`config.mk`:
```
export PLATFORM = sky130hd
export DESIGN_NAME = sampler_trigger
export DESIGN_NICKNAME = d
export VERILOG_FILES = /design/src/rtl/sampler_trigger.sv
export SDC_FILE = /design/constraint.sdc
export NUM_CORES = 1
export LEC_CHECK = 0
export CORE_AREA = 2 2 120 76
export DETAILED_ROUTE_END_ITERATION = 6
export DIE_AREA = 0 0 122 78
export PLACE_DENSITY = 0.82
export SETUP_SLACK_MARGIN = 0.5
export SLEW_MARGIN = 20
export SYNTH_ARGS = -nofsm -noshare
export SYNTH_HDL_FRONTEND = slang
export SYNTH_SLANG_ARGS = --single-unit
```
`constraint.sdc`:
```
create_clock -name w_clk -period 7.4 [get_ports w_clk]
set_input_delay 2.22 -clock w_clk [delete_from_list [all_inputs] [get_ports w_clk]]
set_output_delay 2.22 -clock w_clk [all_outputs]
set_load 0.03 [all_outputs]
```
`src/rtl/sampler_trigger.sv`:
```
// Trigger stage in front of the sampler memory: registers probed data and holds
// the sampler in reset until a mask/value (level or edge) or forced trigger plus delay.
module sampler_trigger #(
  parameter int WIDTH      = 32,
  parameter int DELAY_BITS = 16
) (
  input  logic                  w_clk,
  input  logic                  w_reset_n,
  input  logic [WIDTH-1:0]      d_in,
  input  logic [WIDTH-1:0]      trig_mask,
  input  logic [WIDTH-1:0]      trig_value,
  input  logic                  trig_edge,
  input  logic [DELAY_BITS-1:0] trig_delay,
  input  logic                  trig_force,
  output logic [WIDTH-1:0]      d_out,
  output logic                  s_reset_n,
  output logic                  triggered,
  output logic [1:0]            state
);

  // ST_DLY doubles as RUN once r_run is set; CSR readback sees 3 for both.
  typedef enum logic [1:0] {
    ST_IDLE = 2'd0,
    ST_ARM  = 2'd1,
    ST_WAIT = 2'd2,
    ST_DLY  = 2'd3
  } state_t;

  localparam logic [DELAY_BITS-1:0] CNT_ZERO = {DELAY_BITS{1'b0}};
  localparam logic [DELAY_BITS-1:0] CNT_ONE  = {{(DELAY_BITS-1){1'b0}}, 1'b1};

  state_t                r_state;
  state_t                w_state_nxt;
  logic                  r_run;
  logic                  w_run_nxt;
  logic [DELAY_BITS-1:0] r_cnt;
  logic [DELAY_BITS-1:0] w_cnt_nxt;
  logic                  r_prev_match;
  logic                  w_prev_match_nxt;
  logic [WIDTH-1:0]      r_d_q;
  logic [WIDTH-1:0]      r_d_out;
  logic                  r_s_reset_n;
  logic                  r_triggered;
  logic                  w_match;
  logic                  w_trig;

  assign w_match = (((r_d_q ^ trig_value) & trig_mask) == {WIDTH{1'b0}});
  assign w_trig  = trig_force | (trig_edge ? (w_match & ~r_prev_match) : w_match);

  // Two-stage data pipe; the trigger decision is made on r_d_q.
  always_ff @(posedge w_clk) begin
    if (!w_reset_n) begin
      r_d_q   <= {WIDTH{1'b0}};
      r_d_out <= {WIDTH{1'b0}};
    end else begin
      r_d_q   <= d_in;
      r_d_out <= r_d_q;
    end
  end

  // FSM state, delay counter, match history and registered sampler controls.
  always_ff @(posedge w_clk) begin
    if (!w_reset_n) begin
      r_state      <= ST_IDLE;
      r_run        <= 1'b0;
      r_cnt        <= CNT_ZERO;
      r_prev_match <= 1'b0;
      r_s_reset_n  <= 1'b0;
      r_triggered  <= 1'b0;
    end else begin
      r_state      <= w_state_nxt;
      r_run        <= w_run_nxt;
      r_cnt        <= w_cnt_nxt;
      r_prev_match <= w_prev_match_nxt;
      // Driven from next state so s_reset_n rises together with d_out holding the trigger sample.
      r_s_reset_n  <= w_run_nxt;
      r_triggered  <= (w_state_nxt == ST_DLY);
    end
  end

  // Next-state logic; ARM only seeds match history so edge mode cannot fire on stale data.
  always_comb begin
    w_state_nxt      = r_state;
    w_run_nxt        = r_run;
    w_cnt_nxt        = r_cnt;
    w_prev_match_nxt = r_prev_match;
    case (r_state)
      ST_IDLE: begin
        w_state_nxt = ST_ARM;
      end
      ST_ARM: begin
        w_prev_match_nxt = w_match;
        w_state_nxt      = ST_WAIT;
      end
      ST_WAIT: begin
        w_prev_match_nxt = w_match;
        if (w_trig) begin
          w_cnt_nxt   = trig_delay;
          w_state_nxt = ST_DLY;
          w_run_nxt   = (trig_delay == CNT_ZERO);
        end else begin
          w_state_nxt = ST_WAIT;
        end
      end
      ST_DLY: begin
        if (!r_run) begin
          w_cnt_nxt = r_cnt - CNT_ONE;
          w_run_nxt = (r_cnt == CNT_ONE);
        end else begin
          w_cnt_nxt = CNT_ZERO;
        end
      end
      default: begin
        w_state_nxt = ST_IDLE;
      end
    endcase
  end

  assign d_out     = r_d_out;
  assign s_reset_n = r_s_reset_n;
  assign triggered = r_triggered;
  assign state     = r_state;

endmodule
```
[Yosys cells after proc, flatten, opt, wreduce, memory -nomap -nowiden]
Cells that the tools add are included.
Word-level totals
  logic and storage cells: 34
  output and inout bits: 36
  input bits: 116
  register bits after elaboration: 85
Operators by class
  multiplexer cells: 9
  bitwise gates (word level): 5
  add/subtract/negate cells: 1
  eq/ne operators: 6
  reductions and logical operators: 6
Operators by type and width (count)
  32-bit AND: 1
  32-bit logical NOT: 1
  16-bit two-way mux: 2
  16-bit one-hot mux with 2 select lines: 1
  32-bit bitwise XOR: 1
  16-bit by 1-bit == test with 1-bit output (second input constant): 1
  16-bit logical NOT: 1
  16-bit by 1-bit subtractor with 16-bit output (second input constant): 1
  2-bit == test (second input constant): 3
  2-bit one-hot mux with 3 select lines: 1
  1-bit two-way mux: 4
  2-bit by 1-bit == test with 1-bit output (second input constant): 1
  2-bit logical NOT: 1
  2-bit inequality test (second input constant): 1
  1-bit one-hot mux with 2 select lines: 1
  2-bit AND reduction: 1
  2-bit nonzero test: 1
  2-bit OR reduction: 1
  1-bit AND: 1
  1-bit inverter: 1
  1-bit OR: 1

[Logic depth before layout (Yosys ltp)]
  depth after elaboration: 9
  mapped depth: 9
  mapped depth without buffers: 8

[Least setup slack after synthesis]
OpenSTA, ideal clock, no wires.
  kind: input to register
  from: input trig_value[24]
  to: register r_cnt[10]
  path slack: 3475 ps
  cell stages on the path: 7
  arrival time: 3851 ps
  buffers on the path: 1
  setup time: 74 ps
  data required time: 7326 ps
  path through: xor2_1 a22oi_1 nand4_1 or4_1 clkbuf_1 or3_1 a31oi_1
On the way
  longest elaborated chain between the ends: 8
RTL lines
  start, declared: line 11  | input logic [WIDTH-1:0] trig_value,
  32-bit bitwise XOR *: line 47  | assign w_match = (((r_d_q ^ trig_value) & trig_mask) == {WIDTH{1'b0}});
  32-bit AND *: line 47
  32-bit logical NOT *: line 47
  1-bit AND: line 48  | assign w_trig = trig_force | (trig_edge ? (w_match & ~r_prev_match) : w_match);
  1-bit two-way mux *: line 48
  1-bit OR *: line 48
  2-bit inequality test (no source line) *
  2-bit AND reduction (no source line) *
  end signal, assigned: line 73  | r_cnt <= w_cnt_nxt;
  end, declared: line 36  | logic [DELAY_BITS-1:0] r_cnt;
Every way passes the cells marked *; elsewhere a longest branch is shown, timed or not.
A chain may end at the register's enable or synchronous reset.

[Worst setup path in the final report]
  from: input trig_value[3]
  to: register r_cnt[9]
Same word-level chain as after synthesis.

==> metrics.csv <==
metric,value,unit
ios,152,
vias_per_cell,5.38,
clock_latency,330,ps
worstHoldPathCells,1,
numCtsBuffers,9,
slew_headroom,0.358,
grt_first_pass_wirelength,16.9,mm
critical_path_class,in -> reg,
die_h,78,um
row_count,26,
synth_top_area_cell,dfxtp_1,
cts_resized,0,
synthCells,389,
grt_overflow,0,
hp-class,reg -> reg,
r2r-end,r_cnt[8],
yosys.area.top_type_share,0.463,
required,7580,ps
crit_end,r_cnt[9],
dieArea,9520,um^2
yosysMostFrequentCell,dfxtp_1,
synthTopCellsByCount,"85 x dfxtp_1, 66 x and2_1, 33 x xor2_1, 21 x a22oi_1, 17 x clkbuf_1",
syn-num-nets,510,
ys_warn_count,0,
grt_max_degree,78,
setup.worst_path.end_class,flip-flop,
synth.avg_cell_area,9.45,um^2
grt_antenna_before_repair,0,
firstDrtPassIters,6,
dpl_cell_area,5270,um^2
max_freq,224,MHz
synth-main-ff-cell,dfxtp_1,
die-width,122,um
seq_area_frac_synth,0.463,
maxSlewViolCount,0,
drt_iter0_drc,395,
power-per-cell-area,253,nW/um^2
area_growth,51.4,%
min_period_over_period,0.604,
hold_buffers,0,
rsz0062_at_grt,no,
path_max_fanout,8,
synth_edf_count,0,
fin_setup_tns,0,ps
ctsLongestPathBuffers,2,
status,finished clean,
power.leakage,2.18,nW
synth_cell_types,49,
grt_usage,0.231,
min_period,4470,ps
grt_pass1_vias,3278,
worstMarginPinSlew,955,ps
portBuffers,151,
cts_tree,done,
n_antenna_cell,0,
timing.rr.start,state[1],
cts_sinks,85,
ant_nets,0,
clk_pin_slew,60,ps
maxCapViolations,0,
critPathLaunchType,primary input,
place_congestion,0.936,
yosys-top-cells-area,"dfxtp_1 46%, and2_1 11%, xor2_1 7.9%",
final_area,5570,um^2
fp.coreArea,8300,um^2
vdd_drop_max,0.129,mV
critical_path.startpoint,trig_value[3],
avgRoutedWirePerCell,16.8,um
hold_viol_final,0,
drt-total-wl,10.9,mm
skew,9.76,ps
start_util,0.443,
hold_ws,474,ps
r2r_cells,7,
total_power,0.00141,W
drive_above_1_share,0.0445,
nNetsFinal,656,
drc_errors,0,
ys_ff_latch,85,
place_hpwl,8.37,mm
setup_viol,0,
vias,3504,
synthesis.area,3680,um^2
cts_root_buffer,clkbuf_16,
cts_setup_buffers,0,
arrival,4650,ps
async_flop_share,0,
ff2ff_setup_slack,4290,ps
htreeDepth,3,
==> layer usage <==
layer  global-route usage  part of all wire
met3               0.0926              0.12
met2                0.353              0.43
met5                    0                 0
met4               0.0575             0.014
met1                0.306              0.44
==> registers in the layout (all words and copies together) (netlist names) <==
| name | flops |
|---|---|
| r_d_q | 32 |
| d_out | 32 |
| r_prev_match | 1 |
| s_reset_n | 1 |
| state | 2 |
| triggered | 1 |
| r_cnt | 16 |
==> logic make-up (layout without fill, tap and decap cells) <==
family	count (synthesis)	count (layout)	share of synthesized area
adder cells (fa/ha/maj)	5	5	0.0170
multiplexers	5	5	0.0140
flip-flops	85	85	0.463
AND/OR/NAND/NOR	146	146	0.229
AO/OA/AOI/OAI	84	84	0.161
buffers and inverters	27	177	0.0279
XOR/XNOR	37	37	0.0882
==> cell usage in the layout (no fill, tap or decap), types with 4 or more instances in the layout <==
master and instances:
nand3_1 7, a211oi_1 14, a21oi_1 15, nor2_1 14, a22oi_1 21, xnor2_1 4
nand2b_1 4, nor3_1 6, mux2i_1 4, inv_1 8, nand4_1 8, o21ai_0 8
nand2_1 16, ha_1 5, clkdlybuf4s50_1 150, and2_1 66, a31oi_1 4, dfxtp_1 85
xor2_1 33, nor4_1 10, clkbuf_16 9
==> worst max-delay path: stages <==
cell             delay, ps
clkdlybuf4s50_1        420
xor2_1                 170
a22oi_1                320
nand4_1                200
or4_1                  710
o21ai_1                460
a211oi_1               160
==> metrics by stage <==
step                instances  setup slack, ps  utilization
floorplan                 389             3470            -
global placement          636             2700        0.635
detailed placement        636             2610        0.635
CTS                       651             2940        0.671
global route              651             2800        0.671
finish                    651             2930        0.671
==> worst min-delay path by stage <==
stage          startpoint        end
2_1_floorplan    r_d_q[0]   d_out[0]
4_1_cts          r_d_q[5]   d_out[5]
3_3_place_gp     r_d_q[5]   d_out[5]
6_report        r_d_q[31]  d_out[31]
5_1_grt         r_d_q[31]  d_out[31]
3_5_place_dp     r_d_q[6]   d_out[6]
==> power breakdown <==
part / internal [W] / switching (W) / total, W
logic: 0.000195 / 0.000229 / 0.000423
registers: 0.000499 / 0.0000465 / 0.000545
clock network: 0.000269 / 0.000173 / 0.000442
total: 0.000962 / 0.000448 / 0.00141
==> cell type report <==
type | count | area (um^2)
Fill cell | 678 | 2730
Multi-Input combinational cell | 277 | 1870
Sequential cell | 85 | 1700
Timing Repair Buffer | 153 | 1520
Clock buffer | 10 | 239
Tap cell | 112 | 140
Clock inverter | 5 | 58.8
Inverter | 9 | 33.8
(Power assumes the default switching activity.)
